$ cat src/rtl/pong_pkg.sv
// -----------------------------------------------------------------------------
// pong_pkg
// Shared definitions for the paddle/ball blocks of the pong game.
//   COORD_W  : width of every screen coordinate (paddle_move x/y, ball x/y)
//   SCREEN_H : visible screen height in pixels
//   state_e  : round-flow state encoding, also exported on state_o
// -----------------------------------------------------------------------------
package pong_pkg;

    localparam int COORD_W  = 13;
    localparam int SCREEN_H = 1920;

    typedef enum logic [1:0] {
        S_RESET  = 2'd0,
        S_SERVE  = 2'd1,
        S_PLAY   = 2'd2,
        S_FREEZE = 2'd3
    } state_e;

endpackage

$ cat src/rtl/paddle_ctrl_if.sv
// -----------------------------------------------------------------------------
// paddle_ctrl_if
// Link between paddle_ctrl and its paddle_move instance.
//   move_up    : one-cycle step request, y decreases
//   move_down  : one-cycle step request, y increases
//   paddle_rst : active-high re-initialisation of paddle_move
//   paddle_y   : current paddle y position reported back by paddle_move
// Modports: master = paddle_ctrl side, slave = paddle_move side.
// -----------------------------------------------------------------------------
interface paddle_ctrl_if;
    import pong_pkg::*;

    logic               move_up;
    logic               move_down;
    logic               paddle_rst;
    logic [COORD_W-1:0] paddle_y;

    modport master (
        output move_up,
        output move_down,
        output paddle_rst,
        input  paddle_y
    );

    modport slave (
        input  move_up,
        input  move_down,
        input  paddle_rst,
        output paddle_y
    );

endinterface

$ cat src/rtl/btn_debounce.sv
// -----------------------------------------------------------------------------
// btn_debounce
// Synchronises a raw asynchronous button into the clk domain and only lets the
// debounced level follow once the synchronised level has disagreed with it for
// DEBOUNCE_CYCLES consecutive cycles.
//   clk, rst_n : clock, asynchronous active-low reset
//   btn_raw    : raw button pin
//   btn_db     : debounced level
// -----------------------------------------------------------------------------
module btn_debounce #(
    parameter int unsigned DEBOUNCE_CYCLES = 65536
) (
    input  logic clk,
    input  logic rst_n,
    input  logic btn_raw,
    output logic btn_db
);

    localparam int unsigned CNT_W = (DEBOUNCE_CYCLES > 1) ? $clog2(DEBOUNCE_CYCLES) : 1;
    localparam logic [CNT_W-1:0] CNT_LAST = CNT_W'(DEBOUNCE_CYCLES - 1);

    logic [1:0]       sync_q;
    logic [CNT_W-1:0] cnt_q;
    logic             db_q;

    // NOTE: clocked state uses non-blocking (<=) so every flop samples the
    // pre-edge values; blocking here would collapse the 2-FF synchroniser.
    always_ff @(posedge clk or negedge rst_n) begin
        if (!rst_n) begin
            sync_q <= 2'b00;
            cnt_q  <= '0;
            db_q   <= 1'b0;
        end else begin
            sync_q <= {sync_q[0], btn_raw};
            if (sync_q[1] != db_q) begin
                // Level has been different long enough: accept it.
                if (cnt_q == CNT_LAST) begin
                    db_q  <= sync_q[1];
                    cnt_q <= '0;
                end else begin
                    cnt_q <= cnt_q + 1'b1;
                end
            end else begin
                cnt_q <= '0;
            end
        end
    end

    assign btn_db = db_q;

endmodule

$ cat src/rtl/paddle_ctrl.sv
// -----------------------------------------------------------------------------
// paddle_ctrl
// Per-paddle sequencer: decides when and which way paddle_move steps (from
// debounced buttons or an AI ball tracker, at most once per frame) and runs the
// round flow S_RESET -> S_SERVE -> S_PLAY -> S_FREEZE -> S_RESET.
//   clk, rst_n        : clock, asynchronous active-low reset
//   frame_tick        : one-cycle pulse per video frame
//   btn_up, btn_down  : raw asynchronous player buttons
//   ai_enable         : 1 = AI tracker drives the paddle, 0 = buttons
//   ball_y            : ball centre y
//   round_start       : restart the round (highest priority)
//   serve_go          : ball served (S_SERVE -> S_PLAY)
//   point_scored      : point over (S_PLAY -> S_FREEZE)
//   pm                : move_up/move_down/paddle_rst out, paddle_y in
//   state_o           : current round state encoding
// -----------------------------------------------------------------------------
module paddle_ctrl
    import pong_pkg::*;
#(
    parameter int unsigned DEBOUNCE_CYCLES = 65536,
    parameter int unsigned AI_DEADZONE     = 24,
    parameter int unsigned FREEZE_FRAMES   = 60,
    parameter int unsigned RST_CYCLES      = 2
) (
    input  logic               clk,
    input  logic               rst_n,
    input  logic               frame_tick,
    input  logic               btn_up,
    input  logic               btn_down,
    input  logic               ai_enable,
    input  logic [COORD_W-1:0] ball_y,
    input  logic               round_start,
    input  logic               serve_go,
    input  logic               point_scored,
    paddle_ctrl_if.master      pm,
    output logic [1:0]         state_o
);

    localparam int unsigned RST_W = (RST_CYCLES > 1) ? $clog2(RST_CYCLES) : 1;
    localparam int unsigned FRZ_W = (FREEZE_FRAMES > 1) ? $clog2(FREEZE_FRAMES) : 1;
    localparam logic [RST_W-1:0]   RST_LAST = RST_W'(RST_CYCLES - 1);
    localparam logic [FRZ_W-1:0]   FRZ_LAST = FRZ_W'(FREEZE_FRAMES - 1);
    // One extra bit so ball_y + deadzone can never wrap.
    localparam logic [COORD_W:0]   DZ       = (COORD_W + 1)'(AI_DEADZONE);

    logic db_up;
    logic db_down;

    btn_debounce #(.DEBOUNCE_CYCLES(DEBOUNCE_CYCLES)) u_db_up (
        .clk     (clk),
        .rst_n   (rst_n),
        .btn_raw (btn_up),
        .btn_db  (db_up)
    );

    btn_debounce #(.DEBOUNCE_CYCLES(DEBOUNCE_CYCLES)) u_db_down (
        .clk     (clk),
        .rst_n   (rst_n),
        .btn_raw (btn_down),
        .btn_db  (db_down)
    );

    // Direction wanted this frame; only consumed when frame_tick is high, so
    // ai_enable effectively takes effect at the next tick.
    logic [COORD_W:0] ball_ext;
    logic [COORD_W:0] pad_ext;
    logic             want_up;
    logic             want_down;

    // NOTE: every signal written here gets a default first, so no path leaves
    // it unassigned and no latch is inferred.
    always_comb begin
        want_up   = 1'b0;
        want_down = 1'b0;
        ball_ext  = {1'b0, ball_y};
        pad_ext   = {1'b0, pm.paddle_y};
        if (ai_enable) begin
            want_up   = (ball_ext + DZ) < pad_ext;
            want_down = ball_ext > (pad_ext + DZ);
        end else begin
            // Both buttons pressed cancel each other out.
            want_up   = db_up & ~db_down;
            want_down = db_down & ~db_up;
        end
    end

    state_e           state_q;
    logic [RST_W-1:0] rst_cnt_q;
    logic [FRZ_W-1:0] frz_cnt_q;
    logic             move_up_q;
    logic             move_down_q;
    logic             paddle_rst_q;

    always_ff @(posedge clk or negedge rst_n) begin
        if (!rst_n) begin
            state_q      <= S_RESET;
            rst_cnt_q    <= '0;
            frz_cnt_q    <= '0;
            move_up_q    <= 1'b0;
            move_down_q  <= 1'b0;
            paddle_rst_q <= 1'b1;
        end else begin
            // Moves are single-cycle pulses: cleared unless set below.
            move_up_q   <= 1'b0;
            move_down_q <= 1'b0;

            if (round_start) begin
                state_q      <= S_RESET;
                rst_cnt_q    <= '0;
                paddle_rst_q <= 1'b1;
            end else begin
                case (state_q)
                    S_RESET: begin
                        if (rst_cnt_q == RST_LAST) begin
                            state_q      <= S_SERVE;
                            rst_cnt_q    <= '0;
                            paddle_rst_q <= 1'b0;
                        end else begin
                            rst_cnt_q <= rst_cnt_q + 1'b1;
                        end
                    end
                    S_SERVE: begin
                        if (serve_go) state_q <= S_PLAY;
                    end
                    S_PLAY: begin
                        // A point suppresses a move in the same cycle.
                        if (point_scored) begin
                            state_q   <= S_FREEZE;
                            frz_cnt_q <= '0;
                        end else if (frame_tick) begin
                            move_up_q   <= want_up;
                            move_down_q <= want_down;
                        end
                    end
                    S_FREEZE: begin
                        if (frame_tick) begin
                            if (frz_cnt_q == FRZ_LAST) begin
                                state_q      <= S_RESET;
                                rst_cnt_q    <= '0;
                                frz_cnt_q    <= '0;
                                paddle_rst_q <= 1'b1;
                            end else begin
                                frz_cnt_q <= frz_cnt_q + 1'b1;
                            end
                        end
                    end
                    default: state_q <= S_RESET;
                endcase
            end
        end
    end

    assign pm.move_up    = move_up_q;
    assign pm.move_down  = move_down_q;
    assign pm.paddle_rst = paddle_rst_q;
    assign state_o       = state_q;

endmodule

$ cat src/flat_wrapper.sv
// flat-port wrapper written by rule: the top's interface ports become plain ports
module paddle_ctrl_flat import pong_pkg::*;
#(
    parameter int unsigned DEBOUNCE_CYCLES = 65536,
    parameter int unsigned AI_DEADZONE     = 24,
    parameter int unsigned FREEZE_FRAMES   = 60,
    parameter int unsigned RST_CYCLES      = 2
)
  (clk, rst_n, frame_tick, btn_up, btn_down, ai_enable, ball_y, round_start, serve_go, point_scored, state_o, pm_move_up, pm_move_down, pm_paddle_rst, pm_paddle_y);
  paddle_ctrl_if pm_i ();
  input  logic clk;
  input  logic rst_n;
  input  logic frame_tick;
  input  logic btn_up;
  input  logic btn_down;
  input  logic ai_enable;
  input  logic [COORD_W-1:0] ball_y;
  input  logic round_start;
  input  logic serve_go;
  input  logic point_scored;
  output logic [1:0] state_o;
  output wire logic [$bits(pm_i.move_up)-1:0] pm_move_up;
  output wire logic [$bits(pm_i.move_down)-1:0] pm_move_down;
  output wire logic [$bits(pm_i.paddle_rst)-1:0] pm_paddle_rst;
  input wire logic [$bits(pm_i.paddle_y)-1:0] pm_paddle_y;
  assign pm_move_up = pm_i.move_up;
  assign pm_move_down = pm_i.move_down;
  assign pm_paddle_rst = pm_i.paddle_rst;
  assign pm_i.paddle_y = pm_paddle_y;
  paddle_ctrl #(.DEBOUNCE_CYCLES(DEBOUNCE_CYCLES), .AI_DEADZONE(AI_DEADZONE), .FREEZE_FRAMES(FREEZE_FRAMES), .RST_CYCLES(RST_CYCLES)) u_core (.clk(clk), .rst_n(rst_n), .frame_tick(frame_tick), .btn_up(btn_up), .btn_down(btn_down), .ai_enable(ai_enable), .ball_y(ball_y), .round_start(round_start), .serve_go(serve_go), .point_scored(point_scored), .pm(pm_i), .state_o(state_o));
endmodule
$ cat config.mk
export PLATFORM = sky130hd
export DESIGN_NAME = paddle_ctrl_flat
export DESIGN_NICKNAME = d
export VERILOG_FILES = /design/src/rtl/pong_pkg.sv /design/src/rtl/paddle_ctrl_if.sv /design/src/rtl/btn_debounce.sv /design/src/rtl/paddle_ctrl.sv /design/src/flat_wrapper.sv
export SDC_FILE = /design/constraint.sdc
export NUM_CORES = 1
export LEC_CHECK = 0
export CORE_ASPECT_RATIO = 0.7
export CORE_UTILIZATION = 50
export DETAILED_ROUTE_END_ITERATION = 7
export PLACE_DENSITY = 0.73
export SYNTH_ARGS = -nofsm -noshare
export SYNTH_HDL_FRONTEND = slang
export SYNTH_SLANG_ARGS = --single-unit
$ cat constraint.sdc
create_clock -name clk -period 2.4 [get_ports clk]
set_clock_uncertainty 0.2 [all_clocks]
set_input_delay 0.48 -clock clk [delete_from_list [all_inputs] [get_ports clk]]
set_output_delay 0.48 -clock clk [all_outputs]
set_load 0.01 [all_outputs]
=== Word-level counts from Yosys, hierarchy flattened ===
Index checks and enable logic that the tools add are counted.
Widths: inputs -> output; s select.

* Flip-flop bits (word level): 50
* Input bits: 35
* Output and inout bits: 5
* Word-level logic and storage cells: 84

* Add/sub/neg operators: 6
* $lt $le $gt $ge: 2
* Eq/ne operators: 15
* Multiplexer cells: 35
* Bitwise operators: 5
* Reduce and logical (&&, ||, !) cells: 9

{| class="wikitable"
|+ Operators with widths
! operator !! count
|-
| $mux 16 || 4
|-
| $add 16x1->16 const B || 2
|-
| $eq 16x16->1 const B || 2
|-
| $add 13x5->14 const B || 2
|-
| $mux 1 || 18
|-
| $mux 6 || 3
|-
| $gt 13x14->1 || 1
|-
| $lt 14x13->1 || 1
|-
| $mux 2 || 6
|-
| $pmux 6 s2 || 1
|-
| $ne 3x3->1 const B || 3
|-
| $pmux 2 s4 || 1
|-
| $reduce_and 4->1 || 2
|-
| $add 6x1->6 const B || 1
|-
| $eq 6x6->1 const B || 1
|-
| $ne 3x2->1 const B || 2
|-
| $reduce_and 5->1 || 1
|-
| $eq 2x2->1 const B || 2
|-
| $ne 2x2->1 const B || 2
|-
| $pmux 1 s2 || 2
|-
| $reduce_and 2->1 || 2
|-
| $not 1->1 || 3
|-
| $reduce_and 3->1 || 1
|-
| $reduce_bool 3->1 || 1
|-
| other kinds (6) || 8
|}

=== Depth between registers and ports, before layout ===
* Depth after elaboration: 7
* Depth in mapped cells: 10
* Mapped depth without buffers: 10

=== Modules after synthesis ===
From an unflattened synthesis, not the netlist that was laid out.

* Cells, all modules: 366
* Area total of the unflattened synthesis: 3340.7 um2

{| class="wikitable"
|+ By module, submodules not included
! module !! times used !! cells an instance !! area an instance (um2) !! sequential area each (um2)
|-
| btn_debounce || 2 || 85 || 870.8 || 475.5
|-
| paddle_ctrl || 1 || 196 || 1599.0 || 301.5
|}

=== Worst setup path before layout ===
Ideal clock, no wire load.

* Path kind: input to register
* Start point: input port ball_y[3]
* End point: register u_core.move_up_q (netlist: u_core.pm.move_up)
* Setup time: 0.122 ns
* Arrival: 2.268 ns
* Required time: 2.078 ns
* Setup slack: -0.190 ns
* Stages: 10
* Buffers on the path: 0
* Cells stage by stage: inv_1 > ha_1 > nor3_1 > nand3_1 > xnor2_1 > ha_1 > and3_1 > nor4b_1 > o211ai_1 > a32o_1

* Longest elaborated chain between the ends: 7

{| class="wikitable"
|+ Ends and longest elaborated chain
! element !! RTL line !! text
|-
| start, declared || flat_wrapper.sv:17 || <nowiki>input logic [COORD_W-1:0] ball_y;</nowiki>
|-
| $add 13x5->14 || paddle_ctrl.sv:78 || <nowiki>want_up = (ball_ext + DZ) < pad_ext;</nowiki>
|-
| $lt 14x13->1 || paddle_ctrl.sv:78 ||
|-
| $mux 1 || paddle_ctrl.sv:77 || <nowiki>if (ai_enable) begin</nowiki>
|-
| $mux 1 || paddle_ctrl.sv:130 || <nowiki>end else if (frame_tick) begin</nowiki>
|-
| $mux 1 || paddle_ctrl.sv:127 || <nowiki>if (point_scored) begin</nowiki>
|-
| $mux 1 || paddle_ctrl.sv:112 || <nowiki>case (state_q)</nowiki>
|-
| $mux 1 || paddle_ctrl.sv:107 || <nowiki>if (round_start) begin</nowiki>
|-
| end signal, assigned || paddle_ctrl.sv:131 || <nowiki>move_up_q <= want_up;</nowiki>
|-
| end, declared || paddle_ctrl.sv:90 || <nowiki>logic move_up_q;</nowiki>
|}

No other way between the ends.
A chain may end at the register's enable or synchronous reset.

=== Final worst setup path ===
Same ends and word-level chain as after synthesis.

==> key figures <==
Run status
  – Outcome: complete, no violations

Place
  – Gpl congestion: 0.9237
  – Cell count after placement: 513
  – HPWL Detailed: 5.861 mm
  – PortBufs: 39

Min path
  – Hold path depth: 0
  – Min-delay src: u_core.u_db_up.sync_q[0]$_DFF_PN0_
  – Hold Path Class: reg -> reg
  – Hold worst-path end: u_core.u_db_up.sync_q[1]$_DFF_PN0_

STA
  – Fin. Hold Viols: 0
  – Least-Margin Pin Slew: 0.4501 ns
  – Tmin final: 2.353 ns
  – Setup tns final: 0 ns
  – Final setup violating endpoints: 0
  – WHS: 0.1666 ns
  – Max Slew Vio Count: 0
  – Highest clock rate: 425.1 MHz
  – Final Cycle Share: 0.9802
  – Slew margin rel.: 0.6978

Clocking
  – Max Root-Sink Buffers: 2
  – CTS root buffer: clkbuf_8
  – Clock sink count: 50
  – Clock transition at path regs: 0.09 ns
  – CTS tree: done
  – Clk Latency, worst-skew pair: 0.30 ns
  – CTS Buf Count: 5
  – Htree depth: 2

Detailed routing
  – DRT antenna net count: 0
  – Iteration count of the initial detailed-routing pass: 4
  – Total wire length: 7.859 mm
  – Routed len/inst: 15.00 um
  – Vias per inst: 5.469
  – Iteration-0 DRC Markers: 160
  – # DRC: 0
  – DR vias: 2866

Final layout
  – Most frequent cells in the layout: dfrtp_1 (49), nor2_1 (45), buf_4 (37), xnor2_1 (31), ha_1 (31)
  – Commonest non-fill, non-tap cell in the layout: dfrtp_1
  – Ant diodes: 0
  – Fraction of layout cells with a size suffix above 1: 0.2063
  – Fin util: 0.6859
  – Nets@finish: 513
  – Layout area overhead: 30.55%
  – Fill cells: 481
  – Post-Layout Cell Count: 524

Logic synthesis
  – Number of enable flip-flop cells after synthesis: 0
  – Distinct cell type count after synthesis: 49
  – Synthesized net count: 431
  – Ys async rst share: 1.000
  – #FFs+latches synth: 50
  – Synthesized cell area: 3313 sq um
  – YS warnings: 0
  – Mean Syn Cell Area: 9.127 sq um
  – Synth Instances: 363
  – Post-synthesis sequential area ratio: 0.3780
  – Ys flop type: dfrtp_1

Job
  – Max cap viols: 0

Setup path
  – Worst R2R Setup Slack: 0.15 ns
  – Critical R2R Capture: u_core.frz_cnt_q[5]$_DFFE_PN0P_
  – CP max FO: 3
  – WS Path Type: in -> reg
  – Critical path data arrival time: 2.35 ns
  – Critical Path Start: ball_y[3]
  – Crit. End Element: flip-flop
  – Reg2Reg Depth: 6
  – Crit start category: input pin
  – Worst Path Required: 2.40 ns
  – Worst reg2reg path startpoint: u_core.state_o[0]$_DFFE_PN0P_

GRT
  – Initial antenna violation count: 0
  – Total grt overflow: 0
  – First-pass GRT wire length: 12.88 mm
  – Number of global-route vias before repair: 2740
  – Largest net degree at the start of global routing: 51
  – GRT Total Usage: 0.2362

Floorplanning
  – Initial core utilization: 0.5254
  – Core Area: 6306 sq um
  – Die H: 70.11 um
  – Row cnt: 24
  – Die width: 99.30 um
  – # IOs: 40
  – Die area: 6961 sq um

Power and ir drop
  – Power Dens Cells: 512.4 nW/um^2
  – VDD IR-drop max: 0.0003092 V
  – Leakage dissipation: 0.001938 uW
## cells in the mapped netlist, types with 3 or more instances
library cell	number	share of area
dfrtp_1	49	0.37
nor2_1	46	0.052
ha_1	33	0.12
inv_1	33	0.037
xnor2_1	31	0.082
nand3_1	21	0.032
nand2_1	18	0.020
nand4_1	13	0.025
xor2_1	13	0.034
nor3_1	12	0.018
a21oi_1	11	0.017
o21ai_0	10	0.015
nor4_1	7	0.013
nand2b_1	5	0.0094
or3_1	5	0.0094
a21o_1	4	0.0091
a31o_2	4	0.011
and3_1	3	0.0057
and4_1	3	0.0079
nor2b_1	3	0.0057
o22ai_1	3	0.0057
or4_1	3	0.0068
## per-stage QoR
| stage | setup WS (ns) | cell area (sq um) | total power [uW] |
|---|---|---|---|
| 2_1_floorplan | -0.05127 | 3323 | 1314 |
| 3_3_place_gp | -0.6007 | 4076 | 1572 |
| 3_5_place_dp | -0.6800 | 4076 | 1595 |
| 4_1_cts | 0.01958 | 4295 | 2221 |
| 5_1_grt | -0.01368 | 4325 | 2349 |
| 6_report | 0.04747 | 4325 | 2217 |
## registers in the layout (all words and copies together) (netlist names)
| register | count |
|---|---|
| u_core.u_db_up.cnt_q | 16 |
| u_core.pm.move_down | 1 |
| u_core.pm.move_up | 1 |
| u_core.u_db_down.sync_q | 2 |
| u_core.rst_cnt_q | 1 |
| u_core.u_db_up.sync_q | 2 |
| u_core.u_db_down.btn_db | 1 |
| u_core.u_db_up.btn_db | 1 |
| u_core.u_db_down.cnt_q | 16 |
| u_core.pm.paddle_rst | 1 |
| u_core.state_o | 2 |
| u_core.frz_cnt_q | 6 |
## kinds of logic after synthesis
family                     Yosys count  synth area share
and+or+nand+nor                    148            0.2319
adders and majority gates           33            0.1246
DFF                                 50            0.3780
muxes                                2          0.006797
buffers and inverters               37           0.04343
xor gates and xnor gates            44            0.1163
AOI/OAI and AO/OA                   49           0.09895
## power breakdown
group / internal [uW] / leakage [uW] / switching [uW] / total [uW]
registers: 906 / 0.000678 / 47.8 / 954
logic: 316 / 0.00120 / 347 / 662
clock network: 313 / 0.0000585 / 288 / 600
## area by class of cell
| cell class | instances | area [sq um] | area share |
|---|---|---|---|
| sequential | 50 | 1252 | 0.2896 |
| tap | 78 | 97.59 | 0.02256 |
| inverter | 33 | 123.9 | 0.02864 |
| clock inverter | 3 | 43.79 | 0.01012 |
| clock buffer | 5 | 68.82 | 0.01591 |
| multi-input combinational | 276 | 2049 | 0.4738 |
| timing repair buffer | 79 | 689.4 | 0.1594 |
## worst max-delay path, cell delays in order
cell             delay (ns)
clkdlybuf4s15_2        0.23
inv_2                  0.06
ha_4                   0.16
nor3_4                 0.15
nand3_2                0.10
xnor2_1                0.14
ha_1                   0.31
and3_4                 0.19
nor4b_4                0.19
o211ai_1               0.12
a32o_1                 0.22
## worst max-delay path by stage
stage	depth (start not counted)	to	slack, ns
floorplan	10	u_core.pm.move_up$_DFF_PN0_	-0.05
global placement	10	u_core.pm.move_up$_DFF_PN0_	-0.60
detailed placement	11	u_core.pm.move_up$_DFF_PN0_	-0.68
CTS	11	u_core.pm.move_up$_DFF_PN0_	0.02
global route	11	u_core.pm.move_down$_DFF_PN0_	-0.01
finish	11	u_core.pm.move_up$_DFF_PN0_	0.05
## per-layer routing
metal,vias to the layer above,global-route usage,part of all wire
met5,-,0,0
met4,0,0.04248,0.0069
met3,9,0.03704,0.038
met2,46,0.3503,0.42
met1,1371,0.3656,0.54
li1,1440,-,-
## timing repair
item	4_1_cts	5_1_grt
hold endpoints to repair	49	0
pin swaps	19	13
resized for setup	37	22
hold buffers	1	0
setup endpoints to repair	2	2
setup buffers	2	0
No activity file was read; power rests on OpenSTA's default activity.
